`src/rtl/maxpool_ctrl.sv`:
```
// rtl/maxpool_ctrl.sv - max-pool sequencer: walks windows/kernel elements and emits pooled maxima
module maxpool_ctrl #(
    parameter int datai_width   = 4,
    parameter int datai_height  = 4,
    parameter int kernel_width  = 2,
    parameter int kernel_height = 2,
    parameter int stride        = 2,
    parameter int padding       = 0,
    parameter int datao_width   = ((datai_width - kernel_width + 2*padding) / stride) + 1,
    parameter int datao_height  = ((datai_height - kernel_height + 2*padding) / stride) + 1,
    parameter int bitwidth      = 3
) (
    input  logic                clk_en,
    input  logic                reset_n,
    input  logic                start,
    output logic                pool_on,
    output logic [3:0]          data_l,
    output logic [3:0]          data_c,
    input  logic [bitwidth-1:0] pick_data,
    output logic                out_valid,
    input  logic                out_ready,
    output logic [bitwidth-1:0] out_data,
    output logic [3:0]          out_row,
    output logic [3:0]          out_col,
    output logic                busy,
    output logic                done
);

    localparam logic [3:0] KW_M1   = 4'(kernel_width - 1);
    localparam logic [3:0] KH_M1   = 4'(kernel_height - 1);
    localparam logic [3:0] OW_M1   = 4'(datao_width - 1);
    localparam logic [3:0] OH_M1   = 4'(datao_height - 1);
    localparam logic [3:0] STRIDE4 = 4'(stride);

    typedef enum logic [1:0] {
        S_IDLE,
        S_SCAN,
        S_EMIT,
        S_DONE
    } state_t;

    state_t r_state;
    state_t w_state_nxt;

    logic [3:0]          r_orow;
    logic [3:0]          r_ocol;
    logic [3:0]          r_kr;
    logic [3:0]          r_kc;
    logic [bitwidth-1:0] r_max;
    logic [bitwidth-1:0] r_out_data;
    logic [3:0]          r_out_row;
    logic [3:0]          r_out_col;

    logic                w_kc_last;
    logic                w_kr_last;
    logic                w_elem_last;
    logic                w_ocol_last;
    logic                w_orow_last;
    logic                w_first;
    logic [bitwidth-1:0] w_max_nxt;

    assign w_kc_last   = (r_kc == KW_M1);
    assign w_kr_last   = (r_kr == KH_M1);
    assign w_elem_last = w_kc_last && w_kr_last;
    assign w_ocol_last = (r_ocol == OW_M1);
    assign w_orow_last = (r_orow == OH_M1);
    assign w_first     = (r_kr == 4'd0) && (r_kc == 4'd0);

    // First element of a window seeds the max; ties keep the held value.
    assign w_max_nxt = (w_first || (pick_data > r_max)) ? pick_data : r_max;

    always_ff @(posedge clk_en or posedge reset_n) begin
        if (reset_n) begin
            r_state <= S_IDLE;
        end else begin
            r_state <= w_state_nxt;
        end
    end

    always_comb begin
        w_state_nxt = r_state;
        pool_on     = 1'b0;
        data_l      = 4'd0;
        data_c      = 4'd0;
        out_valid   = 1'b0;
        busy        = 1'b0;
        done        = 1'b0;
        case (r_state)
            S_IDLE: begin
                if (start) begin
                    w_state_nxt = S_SCAN;
                end
            end
            S_SCAN: begin
                pool_on = 1'b1;
                busy    = 1'b1;
                data_l  = r_orow * STRIDE4 + r_kr;
                data_c  = r_ocol * STRIDE4 + r_kc;
                if (w_elem_last) begin
                    w_state_nxt = S_EMIT;
                end
            end
            S_EMIT: begin
                busy      = 1'b1;
                out_valid = 1'b1;
                if (out_ready) begin
                    w_state_nxt = (w_orow_last && w_ocol_last) ? S_DONE : S_SCAN;
                end
            end
            S_DONE: begin
                done        = 1'b1;
                w_state_nxt = S_IDLE;
            end
            default: begin
                w_state_nxt = S_IDLE;
            end
        endcase
    end

    always_ff @(posedge clk_en or posedge reset_n) begin
        if (reset_n) begin
            r_orow     <= 4'd0;
            r_ocol     <= 4'd0;
            r_kr       <= 4'd0;
            r_kc       <= 4'd0;
            r_max      <= '0;
            r_out_data <= '0;
            r_out_row  <= 4'd0;
            r_out_col  <= 4'd0;
        end else begin
            case (r_state)
                S_IDLE: begin
                    if (start) begin
                        r_orow <= 4'd0;
                        r_ocol <= 4'd0;
                        r_kr   <= 4'd0;
                        r_kc   <= 4'd0;
                    end
                end
                S_SCAN: begin
                    r_max <= w_max_nxt;
                    if (w_kc_last) begin
                        r_kc <= 4'd0;
                        r_kr <= w_kr_last ? 4'd0 : r_kr + 4'd1;
                    end else begin
                        r_kc <= r_kc + 4'd1;
                    end
                    if (w_elem_last) begin
                        r_out_data <= w_max_nxt;
                        r_out_row  <= r_orow;
                        r_out_col  <= r_ocol;
                    end
                end
                S_EMIT: begin
                    // Window counters wrap to zero after the last window, ready for the next pass.
                    if (out_ready) begin
                        if (w_ocol_last) begin
                            r_ocol <= 4'd0;
                            r_orow <= w_orow_last ? 4'd0 : r_orow + 4'd1;
                        end else begin
                            r_ocol <= r_ocol + 4'd1;
                        end
                    end
                end
                default: begin
                end
            endcase
        end
    end

    assign out_data = r_out_data;
    assign out_row  = r_out_row;
    assign out_col  = r_out_col;

endmodule

```
`config.mk`:
```
export PLATFORM = sky130hd
export DESIGN_NAME = maxpool_ctrl
export DESIGN_NICKNAME = d
export VERILOG_FILES = /design/src/rtl/maxpool_ctrl.sv
export SDC_FILE = /design/constraint.sdc
export NUM_CORES = 1
export LEC_CHECK = 0
export CORE_AREA = 2 2 76 78
export CTS_BUF_LIST = sky130_fd_sc_hd__clkbuf_16
export DETAILED_ROUTE_END_ITERATION = 6
export DIE_AREA = 0 0 78 80
export PLACE_DENSITY_LB_ADDON = 0.3
export SLEW_MARGIN = 20
export SYNTH_ARGS = -nofsm -noshare
export SYNTH_HDL_FRONTEND = slang
export SYNTH_SLANG_ARGS = --single-unit
```
`constraint.sdc`:
```
create_clock -name clk_en -period 2.4 [get_ports clk_en]
set_input_delay 0.6 -clock clk_en [delete_from_list [all_inputs] [get_ports clk_en]]
set_output_delay 0.6 -clock clk_en [all_outputs]
set_load 0.02 [all_outputs]
```
## After elaboration in Yosys (flattened, before gate mapping)

Cells that the tools add are included.

- Bits in registers: 32
- Input port bits: 7
- Output and inout port bits: 23
- Logic and storage cells: 69

- Add/subtract/negate cells: 6
- Magnitude comparators: 1
- Equality and inequality tests: 12
- Muxes and demuxes: 25
- Reduce and logical (&&, ||, !) cells: 16

Operators with widths:

| operator | count |
|---|---|
| 2-to-1 mux 4 bit | 11 |
| one-hot mux 4 bit (2 select lines) | 4 |
| adder 4 x 1 -> 4 bit (second input constant) | 4 |
| == test 4 x 1 -> 1 bit (second input constant) | 4 |
| inequality test 2 bit (second input constant) | 5 |
| AND reduction 3 bit | 3 |
| adder 4 bit | 2 |
| logical NOT 4 bit | 2 |
| 2-to-1 mux 2 bit | 4 |
| one-hot mux 2 bit (4 select lines) | 1 |
| == test 2 bit (second input constant) | 2 |
| 2-to-1 mux 1 bit | 4 |
| AND reduction 2 bit | 2 |
| AND reduction 4 bit | 1 |
| nonzero test 2 bit | 2 |
| > comparator 3 bit | 1 |
| logical AND 1 bit | 3 |
| 2-to-1 mux 3 bit | 1 |
| == test 2 x 1 -> 1 bit (second input constant) | 1 |
| logical NOT 2 bit | 1 |
| OR reduction 2 bit | 1 |
| logical OR 1 bit | 1 |

## Depth between registers and ports, before layout

Gate-level depths: netlist of run 1.

- Depth after elaboration: 5
- Gate-level depth with buffers: 9
- Mapped depth without buffers: 7

## Worst setup path after synthesis of run 1

Ideal clock, no wire load.

- Kind: register to output
- From: reg r_ocol[0]
- To: out data_c[3]
- Arrival: 1.491 ns
- Data required time: 1.800 ns
- Setup slack: 0.309 ns
- Cell stages (with the launch flop): 7
- Path buffers: 0
- Path through: dfrtp_1 > ha_1 > inv_1 > fa_1 > xor2_1 > xnor2_1 > and2_1

- Cells in the longest elaborated chain, start to end: 2

RTL lines:

| item | line | RTL |
|---|---|---|
| from (decl) | 46 | `logic [3:0] r_ocol;` |
| from (signal assigned) | 161 | `r_ocol <= r_ocol + 4'd1;` |
| adder 4 bit | 98 | `data_c = r_ocol * STRIDE4 + r_kc;` |
| 2-to-1 mux 4 bit | 88 | `case (r_state)` |
| to (decl) | 18 | `output logic [3:0] data_c,` |

No other way between the ends.

## Worst setup path in the final report of run 1

- From: reg r_kr[1]
- To: out data_l[3]

- Cells in the longest elaborated chain, start to end: 2

RTL lines:

| item | line | RTL |
|---|---|---|
| from (decl) | 47 | `logic [3:0] r_kr;` |
| from (signal assigned) | 144 | `r_kr <= w_kr_last ? 4'd0 : r_kr + 4'd1;` |
| adder 4 bit | 97 | `data_l = r_orow * STRIDE4 + r_kr;` |
| 2-to-1 mux 4 bit | 88 |  |
| to (decl) | 17 | `output logic [3:0] data_l,` |

No other way between the ends.

==> reports/summary.txt, run 1 <==
Nets -> 276
GPL Wtd Cong -> 0.810
Hold Vio Cnt, Final -> 0
total iterations of the first detailed-routing run -> 4
Seq/Total Area, Yosys -> 43.5%
max_cap viols -> 0
area of the multi-input gates -> 986 um^2
crit-path cells -> ha_1 > inv_1 > fa_2 > xor2_2 > xnor2_1 > and2_1 > buf_4
cell taking the most area after synthesis -> dfrtp_1
std cell rows -> 27
post-synth top area share -> 43.5%
Critical Path Sink Type -> output port
Period minus WS final -> 2.39 ns
Hold Slack -> 0.469 ns
most common cell after layout, fill and taps aside -> nand2_1
LEAKAGE -> 1.22 nW
Port-buffer cells -> 29
CP max stage delay -> 0.37 ns
Antenna Nets Post-Route -> 0
Critical Path Source Type -> flop
async set-reset flop share out of synthesis -> 100%
non-filler cells, final -> 327
Cells after DPL -> 315
Max-Slew Margin vs Limit -> 59.1%
Crit Path Max Fanout -> 3
Hold Path Origin -> out_col[2]
commonest non-fill, non-tap cells in the layout -> 38 x nand2_1, 32 x dfrtp_1, 22 x buf_4, 19 x clkdlybuf4s50_1, 17 x inv_1
DP Wirelength -> 2850 um
Worst path slowest cell -> dfrtp_1
clk_skew -> 0.00218 ns
Worst Hold Class -> flop to flop
largest buffer count on any clock path -> 2
WS Path Type -> flop to output port
final period utilization -> 99.4%
antenna violations before repair -> 0
Synth cell types -> 35
Mapped Area -> 1840 um^2
Finish-stage setup viols -> 0
vias -> 1558
IO Pins -> 30
Critical Path Start -> r_kr[1]
Critical Path RT -> 1.80 ns
global-route wire length before repair -> 7080 um
Core ar. -> 5410 um^2
Seq cells post-synth -> 32
fillers -> 535
reg2reg start -> r_ocol[0]
Final Util -> 46.6%
antenna cell count -> 0
Die W -> 78 um
DIE HEIGHT -> 80 um
sum of negative setup slack -> 0 ns
drt wl/cell -> 12.4 um
Skew-Pair Late Insertion Delay -> 0.27 ns
Post-synth top flop -> dfrtp_1
number of global-route vias before repair -> 1525
flop2flop setup slack -> 0.32 ns
Reg2Reg Depth -> 7
share of layout cells above drive strength 1 -> 17.3%
post-route DRC violation count -> 0
CTS root buf -> clkbuf_16
syn_nets -> 223
# H-tree levels -> 2
largest net degree at the start of global routing -> 33
Iteration-0 DRC Markers -> 74
FMAX -> 0.419 GHz
Post-synth EDFFs -> 0
CTS Sinks -> 32
Initial Util -> 34.1%
Synth Area per Inst -> 9.16 um^2
Synthesis Warnings -> 0
status -> finished, final reports clean
RSZ-0062 raised after global routing -> yes
maximum VDD drop -> 0.422 mV
area grow syn2layout -> 36.6%
Post-Route WL -> 4040 um
Crit Reg-Reg Endpoint -> r_orow[0]
Num CTS Buffers -> 5
Worst Hold Path Cells -> 2
top post-synthesis cells by area -> dfrtp_1 43%, ha_1 8.8%, nand2_1 7.7%, o21ai_0 4.3%, inv_1 3.3%
Overflow after GRT -> 0
CTS tree -> built
all-layer global routing usage -> 14.7%
Mapped Cells -> 201
Reg area -> 801 um^2
hold endpoint -> out_col[2]
clk slew on worst S/H paths -> 0.05 ns
WP data arrival -> 1.79 ns
die area -> 6240 um^2
worst slew pin tran -> 0.612 ns
PwrDens -> 1050 nW/um^2
Slew Viols, Final -> 0
via/cell ratio -> 4.76
-- worst max path at each step --
stage | to | slack (ns)
after CTS | data_l[3] | -0.06
after floorplan | data_c[3] | 0.31
after detailed placement | data_l[3] | -0.22
final | data_l[3] | 0.01
after global placement | data_l[3] | -0.18
after global routing | data_l[3] | -0.1
-- layer usage --
metal	GRT usage, %	wire length [um]	vias to the layer above
li1	-	-	785
met1	19.7	1910	734
met2	22.6	1910	32
met3	3.17	149	7
met4	6.84	71	0
met5	0	0	-
-- worst max-delay path, delay by kind of cell (launching register included) --
kind | cells | cell delay [ns]
buf+inv | 2 | 0.20
fa+ha+maj | 2 | 0.50
flops | 1 | 0.37
simple gates | 1 | 0.16
xor+xnor | 2 | 0.29
-- Yosys cell counts, types with 3 or more instances --
library cell  number
dfrtp_1           32
xor2_1             3
inv_1             16
o21ai_0           16
xnor2_1            4
nand3_1            8
and2_1             6
nand2b_1           4
nor2_1            13
a21oi_1            9
nand2_1           38
nor2b_1            3
mux2_2             4
mux2i_1            4
ha_1              13
-- power by group --
| part | leakage [nW] | total, W | switching (W) | internal, W |
|---|---|---|---|---|
| clock | 0.0738 | 0.000584 | 0.000212 | 0.000372 |
| combinational | 0.721 | 0.00130 | 0.000707 | 0.000594 |
| sequential | 0.420 | 0.000759 | 0.0000914 | 0.000667 |
-- final cells by class --
class / count / area share [%]
Inverter: 16 / 2.39
Multi-Input combinational cell: 149 / 39.2
Sequential cell: 32 / 31.8
Clock buffer: 5 / 4.97
Timing Repair Buffer: 50 / 17.6
Tap cell: 72 / 3.58
Clock inverter: 3 / 0.448
-- logic make-up (layout without fill, tap and decap cells) --
kind of cell | count (synthesis) | count (layout) | share of synthesized area [%]
flops | 32 | 32 | 43.5
simple gates | 82 | 82 | 21.5
buf+inv | 20 | 74 | 4.21
mux | 8 | 8 | 4.62
fa+ha+maj | 15 | 15 | 11.0
compound gates | 37 | 37 | 11.9
xor+xnor | 7 | 7 | 3.33
-- sequential cells by signal, indices dropped and copies added, names as in the netlist --
name / cells
out_col: 4
r_kc: 4
r_ocol: 4
r_max: 3
r_state: 2
out_row: 4
r_orow: 4
r_kr: 4
out_data: 3
-- stage by stage --
| step | setup WS, ns | power [W] | cell area [um^2] |
|---|---|---|---|
| detailed placement | -0.217 | 0.00207 | 2330 |
| global route | -0.0958 | 0.00286 | 2520 |
| finish | 0.0143 | 0.00264 | 2520 |
| CTS | -0.0575 | 0.00268 | 2460 |
| floorplan | 0.309 | 0.00157 | 1840 |
| global placement | -0.184 | 0.00206 | 2330 |
-- what timing repair did --
action,CTS,global route
setup endpoints to repair,8,6
setup buffers,0,4
pin swaps,0,3
gates resized for setup,17,12
hold buffers,0,0
gates cloned,0,0
Note: power is estimated with default switching activity, not from simulation.
==> run 2, diff against run 1 <==
--- a/config.mk
+++ b/config.mk
@@ -7,6 +7,7 @@
 export LEC_CHECK = 0
 export CORE_AREA = 2 2 76 78
 export CTS_BUF_LIST = sky130_fd_sc_hd__clkbuf_16
+export CTS_CLUSTER_DIAMETER = 50
 export DETAILED_ROUTE_END_ITERATION = 6
 export DIE_AREA = 0 0 78 80
 export PLACE_DENSITY_LB_ADDON = 0.3
==> results of run 2 <==
Final layout, timing and power as in run 1 (identical DEF).
